### src/rtl/cpc_bus_pkg.sv
// ============================================================================
// Module : cpc_bus_pkg
// Brief  : Shared constants and types for the CPC Z80 bus decoder.
// Rev    : 1.0  initial release
// ============================================================================
`default_nettype none

package cpc_bus_pkg;

    // Gate Array function codes carried in dout[7:6]
    localparam logic [1:0] GA_FN_ROM = 2'b10;
    localparam logic [1:0] GA_FN_RAM = 2'b11;

    // Port-select address bits (active low except GA A14, which must be 1)
    localparam int GA_BIT     = 14;
    localparam int ROMSEL_BIT = 13;
    localparam int PIO_BIT    = 11;

    typedef enum logic [1:0] {
        REGION_LROM = 2'b00,
        REGION_RAM1 = 2'b01,
        REGION_RAM2 = 2'b10,
        REGION_UROM = 2'b11
    } region_e;

    typedef struct packed {
        logic l_rom;
        logic u_rom;
        logic ram;
        logic io;
        logic pio;
    } src_sel_t;

endpackage

`default_nettype wire

### src/rtl/cpc_bus_decode_if.sv
// ============================================================================
// Module : cpc_bus_decode_if
// Brief  : CPU bus strobes in, data-source enables / config / wait out.
// Rev    : 1.0  initial release
// ============================================================================
`default_nettype none

interface cpc_bus_decode_if;
    logic [15:0] A;
    logic [7:0]  dout;
    logic        mreq_n;
    logic        iorq_n;
    logic        rd_n;
    logic        wr_n;
    logic        m1_n;
    logic        l_rom_e;
    logic        u_rom_e;
    logic        ram_e;
    logic        io_e;
    logic        pio8255_e;
    logic [7:0]  urom_sel;
    logic [2:0]  ram_cfg;
    logic        wait_n;

    modport master (
        output A, dout, mreq_n, iorq_n, rd_n, wr_n, m1_n,
        input  l_rom_e, u_rom_e, ram_e, io_e, pio8255_e, urom_sel, ram_cfg, wait_n
    );

    modport slave (
        input  A, dout, mreq_n, iorq_n, rd_n, wr_n, m1_n,
        output l_rom_e, u_rom_e, ram_e, io_e, pio8255_e, urom_sel, ram_cfg, wait_n
    );
endinterface

`default_nettype wire

### src/rtl/cpc_wait_gen.sv
// ============================================================================
// Module : cpc_wait_gen
// Brief  : Holds wait_n low for WAIT_CYCLES clocks after each mem-read start.
// Rev    : 1.0  initial release
// ============================================================================
`default_nettype none

module cpc_wait_gen #(
    parameter int unsigned WAIT_CYCLES = 2
) (
    input  wire logic clk,
    input  wire logic reset,
    input  wire logic mem_rd_i,
    output logic      wait_n_o
);

    localparam logic [3:0] c_wait_load = 4'(WAIT_CYCLES);

    logic       mem_rd_prev_q;
    logic [3:0] cnt_q;
    logic [3:0] cnt_d;

    // A fresh read start always reloads, even mid-count; a dropped read never aborts.
    always_comb begin
        cnt_d = cnt_q;
        if (mem_rd_i && !mem_rd_prev_q) begin
            cnt_d = c_wait_load;
        end else if (cnt_q != 4'd0) begin
            cnt_d = cnt_q - 4'd1;
        end
    end

    always_ff @(posedge clk) begin
        if (reset) begin
            mem_rd_prev_q <= 1'b0;
            cnt_q         <= 4'd0;
        end else begin
            mem_rd_prev_q <= mem_rd_i;
            cnt_q         <= cnt_d;
        end
    end

    assign wait_n_o = (cnt_q == 4'd0);

endmodule

`default_nettype wire

### src/rtl/cpc_bus_decode.sv
// ============================================================================
// Module : cpc_bus_decode
// Brief  : Z80 bus decoder, Gate Array / ROM-select config, wait insertion.
//          Optional RAM banking register enabled by CPC_RAM_BANK_EN.
// Rev    : 1.0  initial release
// ============================================================================
`default_nettype none

module cpc_bus_decode
    import cpc_bus_pkg::*;
#(
    parameter int unsigned WAIT_CYCLES = 2
) (
    input  wire logic         clk,
    input  wire logic         reset,
    cpc_bus_decode_if.slave   bus
);

    logic     w_mem_rd;
    logic     w_io_rd;
    logic     w_io_wr;
    logic     w_ga_hit;
    logic     w_romsel_hit;
    region_e  w_region;
    logic     w_unused_addr;

    src_sel_t sel_d;
    src_sel_t sel_q;
    logic     lrom_dis_d;
    logic     lrom_dis_q;
    logic     urom_dis_d;
    logic     urom_dis_q;
    logic [7:0] urom_sel_d;
    logic [7:0] urom_sel_q;

    assign w_mem_rd     = !bus.mreq_n && !bus.rd_n;
    assign w_io_rd      = !bus.iorq_n && !bus.rd_n && bus.m1_n;
    assign w_io_wr      = !bus.iorq_n && !bus.wr_n;
    assign w_ga_hit     = !bus.A[15] && bus.A[GA_BIT];
    assign w_romsel_hit = !bus.A[ROMSEL_BIT];
    assign w_region     = region_e'(bus.A[15:14]);
    assign w_unused_addr = ^{bus.A[12], bus.A[10:0]};

    // Source select: memory reads take priority, interrupt ack is excluded by io_rd.
    always_comb begin
        sel_d = '0;
        if (w_mem_rd) begin
            if (w_region == REGION_LROM && !lrom_dis_q) begin
                sel_d.l_rom = 1'b1;
            end else if (w_region == REGION_UROM && !urom_dis_q) begin
                sel_d.u_rom = 1'b1;
            end else begin
                sel_d.ram = 1'b1;
            end
        end else if (w_io_rd) begin
            if (!bus.A[PIO_BIT]) begin
                sel_d.pio = 1'b1;
            end else begin
                sel_d.io = 1'b1;
            end
        end
    end

    // A single write may address both the Gate Array and ROM select ports.
    always_comb begin
        lrom_dis_d = lrom_dis_q;
        urom_dis_d = urom_dis_q;
        urom_sel_d = urom_sel_q;
        if (w_io_wr) begin
            if (w_ga_hit && bus.dout[7:6] == GA_FN_ROM) begin
                lrom_dis_d = bus.dout[2];
                urom_dis_d = bus.dout[3];
            end
            if (w_romsel_hit) begin
                urom_sel_d = bus.dout;
            end
        end
    end

    always_ff @(posedge clk) begin
        if (reset) begin
            sel_q      <= '0;
            lrom_dis_q <= 1'b0;
            urom_dis_q <= 1'b0;
            urom_sel_q <= 8'h00;
        end else begin
            sel_q      <= sel_d;
            lrom_dis_q <= lrom_dis_d;
            urom_dis_q <= urom_dis_d;
            urom_sel_q <= urom_sel_d;
        end
    end

`ifdef CPC_RAM_BANK_EN
    logic [2:0] ram_cfg_d;
    logic [2:0] ram_cfg_q;

    always_comb begin
        ram_cfg_d = ram_cfg_q;
        if (w_io_wr && w_ga_hit && bus.dout[7:6] == GA_FN_RAM) begin
            ram_cfg_d = bus.dout[2:0];
        end
    end

    always_ff @(posedge clk) begin
        if (reset) begin
            ram_cfg_q <= 3'd0;
        end else begin
            ram_cfg_q <= ram_cfg_d;
        end
    end

    assign bus.ram_cfg = ram_cfg_q;
`else
    assign bus.ram_cfg = 3'd0;
`endif

    assign bus.l_rom_e   = sel_q.l_rom;
    assign bus.u_rom_e   = sel_q.u_rom;
    assign bus.ram_e     = sel_q.ram;
    assign bus.io_e      = sel_q.io;
    assign bus.pio8255_e = sel_q.pio;
    assign bus.urom_sel  = urom_sel_q;

    cpc_wait_gen #(
        .WAIT_CYCLES (WAIT_CYCLES)
    ) u_wait_gen (
        .clk      (clk),
        .reset    (reset),
        .mem_rd_i (w_mem_rd),
        .wait_n_o (bus.wait_n)
    );

endmodule

`default_nettype wire

### src/flat_wrapper.sv
// flat-port wrapper written by rule: the top's interface ports become plain ports
module cpc_bus_decode_flat import cpc_bus_pkg::*;
#(
    parameter int unsigned WAIT_CYCLES = 2
)
  (clk, reset, bus_A, bus_dout, bus_mreq_n, bus_iorq_n, bus_rd_n, bus_wr_n, bus_m1_n, bus_l_rom_e, bus_u_rom_e, bus_ram_e, bus_io_e, bus_pio8255_e, bus_urom_sel, bus_ram_cfg, bus_wait_n);
  cpc_bus_decode_if bus_i ();
  input  wire logic clk;
  input  wire logic reset;
  input wire logic [$bits(bus_i.A)-1:0] bus_A;
  input wire logic [$bits(bus_i.dout)-1:0] bus_dout;
  input wire logic [$bits(bus_i.mreq_n)-1:0] bus_mreq_n;
  input wire logic [$bits(bus_i.iorq_n)-1:0] bus_iorq_n;
  input wire logic [$bits(bus_i.rd_n)-1:0] bus_rd_n;
  input wire logic [$bits(bus_i.wr_n)-1:0] bus_wr_n;
  input wire logic [$bits(bus_i.m1_n)-1:0] bus_m1_n;
  output wire logic [$bits(bus_i.l_rom_e)-1:0] bus_l_rom_e;
  output wire logic [$bits(bus_i.u_rom_e)-1:0] bus_u_rom_e;
  output wire logic [$bits(bus_i.ram_e)-1:0] bus_ram_e;
  output wire logic [$bits(bus_i.io_e)-1:0] bus_io_e;
  output wire logic [$bits(bus_i.pio8255_e)-1:0] bus_pio8255_e;
  output wire logic [$bits(bus_i.urom_sel)-1:0] bus_urom_sel;
  output wire logic [$bits(bus_i.ram_cfg)-1:0] bus_ram_cfg;
  output wire logic [$bits(bus_i.wait_n)-1:0] bus_wait_n;
  assign bus_i.A = bus_A;
  assign bus_i.dout = bus_dout;
  assign bus_i.mreq_n = bus_mreq_n;
  assign bus_i.iorq_n = bus_iorq_n;
  assign bus_i.rd_n = bus_rd_n;
  assign bus_i.wr_n = bus_wr_n;
  assign bus_i.m1_n = bus_m1_n;
  assign bus_l_rom_e = bus_i.l_rom_e;
  assign bus_u_rom_e = bus_i.u_rom_e;
  assign bus_ram_e = bus_i.ram_e;
  assign bus_io_e = bus_i.io_e;
  assign bus_pio8255_e = bus_i.pio8255_e;
  assign bus_urom_sel = bus_i.urom_sel;
  assign bus_ram_cfg = bus_i.ram_cfg;
  assign bus_wait_n = bus_i.wait_n;
  cpc_bus_decode #(.WAIT_CYCLES(WAIT_CYCLES)) u_core (.clk(clk), .reset(reset), .bus(bus_i));
endmodule
### config.mk
export PLATFORM = sky130hd
export DESIGN_NAME = cpc_bus_decode_flat
export DESIGN_NICKNAME = d
export VERILOG_FILES = /design/src/rtl/cpc_bus_pkg.sv /design/src/rtl/cpc_bus_decode_if.sv /design/src/rtl/cpc_wait_gen.sv /design/src/rtl/cpc_bus_decode.sv /design/src/flat_wrapper.sv
export SDC_FILE = /design/constraint.sdc
export NUM_CORES = 1
export LEC_CHECK = 0
export ABC_CLOCK_PERIOD_IN_PS = 3100
export CORE_UTILIZATION = 30
export DETAILED_ROUTE_END_ITERATION = 10
export DONT_BUFFER_PORTS = 1
export SLEW_MARGIN = 30
export SYNTH_ARGS = -nofsm -noshare
export SYNTH_HDL_FRONTEND = slang
export SYNTH_HIERARCHICAL = 1
export SYNTH_SLANG_ARGS = --single-unit
### constraint.sdc
create_clock -name clk -period 3.1 [get_ports clk]
set_clock_uncertainty 0.05 [all_clocks]
set_input_delay 0.62 -clock clk [delete_from_list [all_inputs] [get_ports clk]]
set_output_delay 0.62 -clock clk [all_outputs]
set_load 0.01 [all_outputs]
==> results by group, run 1 <==
Run status
  – Outcome: finished, violations left
  – Failing checks: design-rule violations

Timing
  – Fmax: 0.549 GHz
  – Hold violation total from the final report: 0
  – Rel. slew slack: 63.2%
  – Tmin final: 1.82 ns
  – Worst-Margin Slew: 0.551 ns
  – Max Transition Viols Final: 0
  – Setup TNS: 0 ns
  – Setup-failing EPs final: 0
  – Unrepaired setup endpoints after global routing: no
  – Final period util: 58.8%

Floorplan
  – Core Area: 2450 sq um
  – Die Area: 2780 sq um
  – Chip height: 52.8 microns
  – Die width: 52.8 microns
  – # IOs: 48
  – Rows: 18
  – Starting Density: 31.5%

Setup path
  – CP max stage cell: nor4_1
  – Crit path DAT: 1.15 ns
  – Crit. Startpoint: u_core/u_wait_gen/cnt_q[2]
  – Crit path largest cell delay: 0.48 ns
  – Reg-to-reg endpoint: u_core/u_wait_gen/cnt_q[2]
  – Setup Crit Path Kind: reg2out
  – R2R setup slack: 2.26 ns
  – CP Depth: 1
  – Cell Chain, Critical Path: nor4_1
  – Critical path endpoint category: primary output
  – Reg2Reg Launch Point: u_core/u_wait_gen/cnt_q[0]
  – CP bufs+invs: 0
  – Worst setup SP type: flip-flop
  – CP Max Fanout: 6
  – Reg2reg path depth: 3
  – Top delay family on crit path: simple AND/OR/NAND/NOR gates
  – Worst EP required: 2.43 ns
  – Crit path to: bus_wait_n

Power
  – Internal Power: 346 uW
  – Psw: 95.3 uW
  – Switching share of power: 21.6%
  – Comb power frac: 5.0%
  – Tot Pwr: 441 uW
  – Reg power frac: 61.1%
  – Pleak: 0.297 nW
  – Power density cells: 532 nW/um^2
  – Clock power share: 33.9%
  – Worst vdd ir: 0.254 mV

CTS
  – CTS Buffer Depth: 2
  – TritonCTS buffer count: 3
  – Post-CTS Resized: 0
  – CTS root buf: clkbuf_4
  – # Post-CTS Setup Buffers: 0
  – TritonCTS clock tree: yes
  – Clock sink count: 20
  – CTS Hold Bufs: 0
  – CTS H-tree depth: 1
  – Skew-Pair Late Insertion Delay: 0.29 ns
  – Clk slew on worst S/H paths: 0.11 ns

Final layout
  – Layout cells sized above 1: 10.0%
  – Ant diodes: 0
  – Reg area: 400 sq um
  – Layout Nets: 112
  – Fillers: 251
  – Layout area overhead: 7.12%
  – Multi-input logic area: 350 sq um
  – Most frequent cells in the layout: dfxtp_1, nor2_1, mux2i_1
  – Most common cell after layout, fill and taps aside: dfxtp_1

Routing
  – Initial DRC Count: 7
  – DR vias/cell: 4.77
  – Vias: 525
  – Final wirelength: 1.35 mm
  – DR DRC count: 1
  – Post-route ant nets: 0
  – DR WL/cell: 12.2 microns
  – DRT Pass-1 Iters: 7

GRT
  – Largest net degree at the start of global routing: 18
  – Antenna violations before repair: 0
  – First-pass GRT wire length: 2.17 mm
  – Vias in the first global route: 502
  – Global Route Usage Sum: 11.2%
  – GRT Residual Overflow: 0

Synth
  – Mapped Cells: 78
  – Post-synthesis sequential area ratio: 51.8%
  – Syn. warnings: 6
  – Post-synthesis cell area: 773 sq um
  – Netlist cell types: 24
  – Synth Register Bits: 20
  – Avg Inst Size Synth: 9.91 sq um

Place
  – Port buffer count: 0
  – GPL Wtd Cong: 0.582
  – DP HPWL: 1.01 mm

Hold path
  – Hold Path Class: in2reg

Flow run
  – Max Cap Viol: 0
## worst min path at each step
stage                      start                    endpoint  slack [ns]  cells past startpoint
6_report                   reset  u_core/u_wait_gen/cnt_q[1]        0.32                      1
2_1_floorplan  u_core/urom_dis_q          u_core/bus.u_rom_e        0.37                      1
5_1_grt                    reset      u_core/bus.urom_sel[3]        0.30                      1
3_3_place_gp   u_core/urom_dis_q          u_core/bus.u_rom_e        0.40                      1
4_1_cts                    reset  u_core/u_wait_gen/cnt_q[1]        0.30                      1
3_5_place_dp   u_core/urom_dis_q          u_core/bus.u_rom_e        0.40                      1
## power groups by stage
stage | logic [mW] | clock network, mW | registers, mW
finish | 0.0220 | 0.149 | 0.270
global route | 0.0255 | 0.167 | 0.271
CTS | 0.0223 | 0.158 | 0.270
detailed placement | 0.0223 | 0 | 0.276
global placement | 0.0217 | 0 | 0.275
floorplan | 0.0240 | 0 | 0.274
## routing by layer
metal / share of wire (%) / GRT usage, %
met1: 46 / 13.5
met2: 44 / 16.5
met3: 9.6 / 4.64
met4: 0 / 6.58
met5: 0 / 0
## cell usage after synthesis
| library cell | instances | area (sq um) |
|---|---|---|
| a31oi_1 | 1 | 6.26 |
| or3_1 | 1 | 6.26 |
| nand2b_2 | 1 | 8.76 |
| o21ai_1 | 2 | 10.0 |
| and2b_1 | 1 | 7.51 |
| nor2_2 | 1 | 6.26 |
| nor4b_1 | 1 | 8.76 |
| clkbuf_1 | 1 | 3.75 |
| nor2b_1 | 1 | 6.26 |
| o31ai_1 | 1 | 7.51 |
| inv_1 | 1 | 3.75 |
| nand3b_1 | 1 | 7.51 |
| dfxtp_1 | 20 | 400 |
| nand4bb_1 | 1 | 11.3 |
| nor3_1 | 6 | 30.0 |
| buf_4 | 3 | 22.5 |
| nor4_1 | 1 | 6.26 |
| nor2_1 | 13 | 48.8 |
| nand2_1 | 3 | 11.3 |
| a21oi_2 | 1 | 8.76 |
| mux2i_1 | 10 | 100 |
| nand2b_1 | 5 | 31.3 |
| nor3_4 | 1 | 16.3 |
| conb_1 | 1 | 3.75 |
## flip-flops by register name, summed over array words and instances, names as in the netlist
| name | flops |
|---|---|
| u_core/u_wait_gen/mem_rd_prev_q | 1 |
| u_core/u_wait_gen/cnt_q | 4 |
| u_core/bus.ram_e | 1 |
| u_core/bus.l_rom_e | 1 |
| u_core/lrom_dis_q | 1 |
| u_core/bus.pio8255_e | 1 |
| u_core/urom_dis_q | 1 |
| u_core/bus.io_e | 1 |
| u_core/bus.urom_sel | 8 |
| u_core/bus.u_rom_e | 1 |
## cell families after synthesis
kind of cell | after synthesis | synth area share (%)
AOI/OAI and AO/OA | 5 | 4.21
buffers and inverters | 5 | 3.88
DFF | 20 | 51.8
muxes | 10 | 12.9
other | 1 | 0.485
and+or+nand+nor | 37 | 26.7
## cell type report
class	instances	share of cell area [%]
Inverter	1	0.453
Multi-Input combinational cell	55	42.3
Sequential cell	20	48.3
Clock buffer	4	4.38
Tap cell	30	4.53
## stage by stage
stage               hold slack (ns)  instances  setup WS [ns]  area, sq um  utilization (%)
floorplan                     0.372         80           1.65          781                -
global placement              0.398        106           1.52          792             32.3
detailed placement            0.401        106           1.50          792             32.3
CTS                           0.304        110           1.26          828             33.7
global route                  0.299        110           1.15          828             33.7
finish                        0.321        110           1.28          828             33.7
Power figures use the tool's default switching activity.
==> run 2, diff against run 1 <==
--- a/config.mk
+++ b/config.mk
@@ -5,7 +5,7 @@
 export SDC_FILE = /design/constraint.sdc
 export NUM_CORES = 1
 export LEC_CHECK = 0
-export ABC_CLOCK_PERIOD_IN_PS = 3100
+export ABC_CLOCK_PERIOD_IN_PS = 1700
 export CORE_UTILIZATION = 30
 export DETAILED_ROUTE_END_ITERATION = 10
 export DONT_BUFFER_PORTS = 1
==> constraint.sdc (replaced) <==
create_clock -name clk -period 1.7 [get_ports clk]
set_clock_uncertainty 0.05 [all_clocks]
set_input_delay 0.34 -clock clk [delete_from_list [all_inputs] [get_ports clk]]
set_output_delay 0.34 -clock clk [all_outputs]
set_load 0.01 [all_outputs]
==> results by group, run 2 (synthesized netlist as in run 1, its figures left out) <==
Run status
  – Outcome: finished, violations left
  – Failing checks: design-rule violations

Floorplan
  – Die Area: 2780 sq um
  – Rows: 18
  – Core Area: 2450 sq um
  – Die width: 52.8 microns
  – # IOs: 48
  – Chip height: 52.8 microns
  – Starting Density: 31.5%

Hold path
  – Hold Path Class: in2reg

CTS
  – Post-CTS Resized: 0
  – TritonCTS buffer count: 3
  – Skew-Pair Late Insertion Delay: 0.30 ns
  – CTS Hold Bufs: 0
  – Clock sink count: 20
  – CTS H-tree depth: 1
  – CTS root buf: clkbuf_4
  – TritonCTS clock tree: yes
  – CTS Buffer Depth: 2
  – Clk slew on worst S/H paths: 0.12 ns
  – # Post-CTS Setup Buffers: 0

GRT
  – Vias in the first global route: 505
  – Antenna violations before repair: 0
  – Global Route Usage Sum: 11.5%
  – First-pass GRT wire length: 2.21 mm
  – Largest net degree at the start of global routing: 18
  – GRT Residual Overflow: 0

Setup path
  – CP Max Fanout: 5
  – Setup Crit Path Kind: reg2out
  – Cell Chain, Critical Path: nor4_1, buf_4
  – Worst setup SP type: flip-flop
  – Worst EP required: 1.31 ns
  – Crit path DAT: 1.13 ns
  – Crit path largest cell delay: 0.36 ns
  – Critical path endpoint category: primary output
  – CP max stage cell: dfxtp_1

Power
  – Reg power frac: 53.6%
  – Internal Power: 741 uW
  – Switching share of power: 19.3%
  – Pleak: 0.314 nW
  – Comb power frac: 4.7%
  – Clock power share: 41.7%
  – Worst vdd ir: 0.550 mV
  – Tot Pwr: 918 uW
  – Power density cells: 1070 nW/um^2
  – Psw: 177 uW

Routing
  – Initial DRC Count: 9
  – DR DRC count: 1
  – Post-route ant nets: 0
  – DR WL/cell: 12.4 microns
  – DR vias/cell: 4.73
  – DRT Pass-1 Iters: 7
  – Final wirelength: 1.39 mm
  – Vias: 530

Final layout
  – Layout Nets: 114
  – Most frequent cells in the layout: dfxtp_1, nor2_1, mux2i_1
  – Multi-input logic area: 350 sq um
  – Max reg flops: 8
  – Fillers: 262
  – Most common cell after layout, fill and taps aside: dfxtp_1
  – Ant diodes: 0
  – Layout cells sized above 1: 12.2%
  – Layout area overhead: 11.2%
  – Reg area: 400 sq um

Timing
  – Unrepaired setup endpoints after global routing: no
  – Hold violation total from the final report: 0
  – Setup-failing EPs final: 0
  – Final period util: 89.2%
  – Setup TNS: 0 ns
  – Setup slack after layout: 0.184 ns
  – Max Transition Viols Final: 0
  – Tmin final: 1.52 ns
  – Fmax: 0.660 GHz

Place
  – DP Worst Slack: 0.449 ns
  – GPL Wtd Cong: 0.609
  – Port buffer count: 0

Flow run
  – Max Cap Viol: 0
[run 2: power by group through the flow]
| stage | Combinational (mW) | Clock [mW] | Sequential (mW) |
|---|---|---|---|
| floorplan | 0.0438 | 0 | 0.500 |
| global placement | 0.0430 | 0 | 0.502 |
| detailed placement | 0.0440 | 0 | 0.502 |
| CTS | 0.0440 | 0.399 | 0.492 |
| global route | 0.0496 | 0.414 | 0.494 |
| finish | 0.0435 | 0.383 | 0.492 |
[run 2: path summary, 6_finish.rpt]
check / start / to / slack [ns] / depth (start not counted)
max reg2reg: u_core/u_wait_gen/cnt_q[0] / u_core/u_wait_gen/cnt_q[3] / 0.84 / 2
min: reset / u_core/u_wait_gen/cnt_q[1] / 0.04 / 1
max: u_core/u_wait_gen/cnt_q[3] / bus_wait_n / 0.18 / 2
min reg2reg: u_core/urom_dis_q / u_core/bus.u_rom_e / 0.44 / 1
[run 2: critical path: cells and delay by family, from the launching register on]
| family | cells | cell delay [ns] |
|---|---|---|
| and+or+nand+nor | 1 | 0.29 |
| DFF | 1 | 0.36 |
| buffers and inverters | 1 | 0.17 |
[run 2: layout make-up]
type                            count  area share (%)
Multi-Input combinational cell     55            40.8
Inverter                            1           0.437
Tap cell                           30            4.37
Sequential cell                    20            46.6
Timing Repair Buffer                2            1.75
Clock inverter                      1            3.49
Clock buffer                        3            2.62
[run 2: per-layer routing]
metal / vias up / routed length (microns) / GRT usage, %
met4: 0 / 0 / 6.58
met5: - / 0 / 0
met3: 0 / 123 / 5.22
li1: 267 / - / -
met2: 27 / 618 / 16.9
met1: 236 / 650 / 13.5
[run 2: per-stage QoR]
step	utilization (%)	hold slack [ns]	area, sq um	instances
6_report	35.0	0.0372	860	112
5_1_grt	35.0	0.0152	860	112
4_1_cts	35.0	0.0232	860	112
3_5_place_dp	32.9	0.366	807	108
3_3_place_gp	32.9	0.362	807	108
2_1_floorplan	-	0.359	781	80
==> run 3, diff against run 2 <==
--- a/config.mk
+++ b/config.mk
@@ -5,10 +5,11 @@
 export SDC_FILE = /design/constraint.sdc
 export NUM_CORES = 1
 export LEC_CHECK = 0
-export ABC_CLOCK_PERIOD_IN_PS = 1700
+export ABC_CLOCK_PERIOD_IN_PS = 1800
 export CORE_UTILIZATION = 30
 export DETAILED_ROUTE_END_ITERATION = 10
 export DONT_BUFFER_PORTS = 1
+export SETUP_SLACK_MARGIN = 0.2
 export SLEW_MARGIN = 30
 export SYNTH_ARGS = -nofsm -noshare
 export SYNTH_HDL_FRONTEND = slang
==> constraint.sdc (replaced) <==
create_clock -name clk -period 1.8 [get_ports clk]
set_clock_uncertainty 0.05 [all_clocks]
set_input_delay 0.36 -clock clk [delete_from_list [all_inputs] [get_ports clk]]
set_output_delay 0.36 -clock clk [all_outputs]
set_load 0.01 [all_outputs]
==> results by group, run 3 (synthesized netlist as in run 1, its figures left out) <==
Hold path
  – Hold Path Class: in2reg
  – Min-delay src: reset
  – Hold path endpoint: u_core/u_wait_gen/cnt_q[1]
  – Worst Hold Depth: 1

Place
  – Cells after DPL: 107
  – Port buffer count: 0
  – DP HPWL: 1.01 mm
  – GPL Wtd Cong: 0.567
  – DP Area: 800 sq um
  – DP Worst Slack: 0.471 ns

Power
  – Power density cells: 897 nW/um^2
  – Pleak: 0.309 nW
  – Tot Pwr: 765 uW
  – Worst vdd ir: 0.340 mV

Floorplan
  – Core Area: 2450 sq um
  – Rows: 18
  – # IOs: 48
  – Starting Density: 31.5%
  – Chip height: 52.8 microns
  – Die Area: 2780 sq um
  – Die width: 52.8 microns

CTS
  – Skew-Pair Late Insertion Delay: 0.29 ns
  – TritonCTS buffer count: 3
  – CTS Hold Bufs: 0
  – # Post-CTS Setup Buffers: 0
  – CTS root buf: clkbuf_4
  – CTS Buffer Depth: 2
  – Clk slew on worst S/H paths: 0.11 ns
  – Clock sink count: 20
  – TritonCTS clock tree: yes
  – CTS H-tree depth: 1

Routing
  – Final wirelength: 1.40 mm
  – Initial DRC Count: 7
  – Vias: 522
  – Post-route ant nets: 0
  – DR vias/cell: 4.70
  – DR WL/cell: 12.6 microns
  – DRT Pass-1 Iters: 7
  – DR DRC count: 1

GRT
  – First-pass GRT wire length: 2.08 mm
  – Global Route Usage Sum: 11.0%
  – GRT Residual Overflow: 0
  – Largest net degree at the start of global routing: 18
  – Vias in the first global route: 453
  – Antenna violations before repair: 0

Final layout
  – Ant diodes: 0
  – Most common cell after layout, fill and taps aside: dfxtp_1
  – Layout area overhead: 10.4%
  – Layout cells sized above 1: 14.8%
  – Layout Nets: 113
  – Max reg flops: 8
  – Layout Cell Area excl Fill: 853 sq um
  – Final Util: 34.8%
  – Non-filler cells, final: 111
  – Most frequent cells in the layout: dfxtp_1, nor2_1, mux2i_1

Timing
  – Tmin final: 1.51 ns
  – Max Transition Viols Final: 0
  – Rel. slew slack: 64.3%
  – Worst-case hold slack: 0.0598 ns
  – Fmax: 0.663 GHz
  – Setup TNS: 0 ns
  – Final period util: 83.8%
  – Hold violation total from the final report: 0
  – Setup-failing EPs final: 0
  – Setup slack after layout: 0.292 ns
  – Worst-Margin Slew: 0.534 ns
  – Unrepaired setup endpoints after global routing: no

Setup path
  – Setup Crit Path Kind: reg2out
  – Reg2reg path depth: 3
  – CP Max Fanout: 6
  – Crit path DAT: 1.10 ns
  – Reg-to-reg endpoint: u_core/u_wait_gen/cnt_q[1]
  – R2R setup slack: 0.92 ns
  – Worst setup SP type: flip-flop
  – Critical path endpoint category: primary output
  – Worst EP required: 1.39 ns
  – Reg2Reg Launch Point: u_core/u_wait_gen/cnt_q[0]

Run status
  – Outcome: finished, violations left
  – Failing checks: design-rule violations

Flow run
  – Max Cap Viol: 0
## run 3: cell types whose count changed in the layout (fill, tap and decap cells not counted)
cell,before,now
dfxtp_1,20,18
buf_4,2,1
clkbuf_8,0,1
nor4_4,0,1
bufinv_16,1,0
nor4_1,1,0
dfxtp_2,0,2
## run 3: worst max path at each step
| stage | from | to | cells after the start |
|---|---|---|---|
| after floorplan | bus_wr_n | u_core/bus.urom_sel[0] | 3 |
| after global placement | bus_wr_n | u_core/bus.urom_sel[6] | 3 |
| after detailed placement | bus_wr_n | u_core/bus.urom_sel[2] | 3 |
| after CTS | u_core/u_wait_gen/cnt_q[3] | bus_wait_n | 2 |
| after global routing | u_core/u_wait_gen/cnt_q[1] | bus_wait_n | 2 |
| final | u_core/u_wait_gen/cnt_q[1] | bus_wait_n | 2 |
## run 3: layout make-up
type / count / area, sq um
flip-flops and latches: 20 / 403
fillers: 259 / 1600
clock buffers: 4 / 36.3
repair buffers: 1 / 7.51
well taps: 30 / 37.5
inverters: 1 / 3.75
multi-input cells: 55 / 365
## run 3: power breakdown
part           leakage, nW  internal (mW)  switching, mW
logic                0.125         0.0223         0.0193
registers            0.163          0.453         0.0117
clock network       0.0210          0.123          0.135
total                0.309          0.599          0.166
## run 3: worst max-delay path, stage by stage (launching register included)
cell	delay (ns)
dfxtp_2	0.38
nor4_4	0.27
buf_4	0.16
## run 3: per-layer routing
metal	share of wire (%)	GRT usage, %
met2	43	15.0
met1	50	14.5
met5	0	0
met3	6.8	3.77
met4	0	6.58
## run 3: what timing repair did
| item | in CTS | in global routing |
|---|---|---|
| hold endpoints to repair | 0 | 0 |
| resized for setup | 0 | 4 |
| setup endpoints to repair | 0 | 1 |
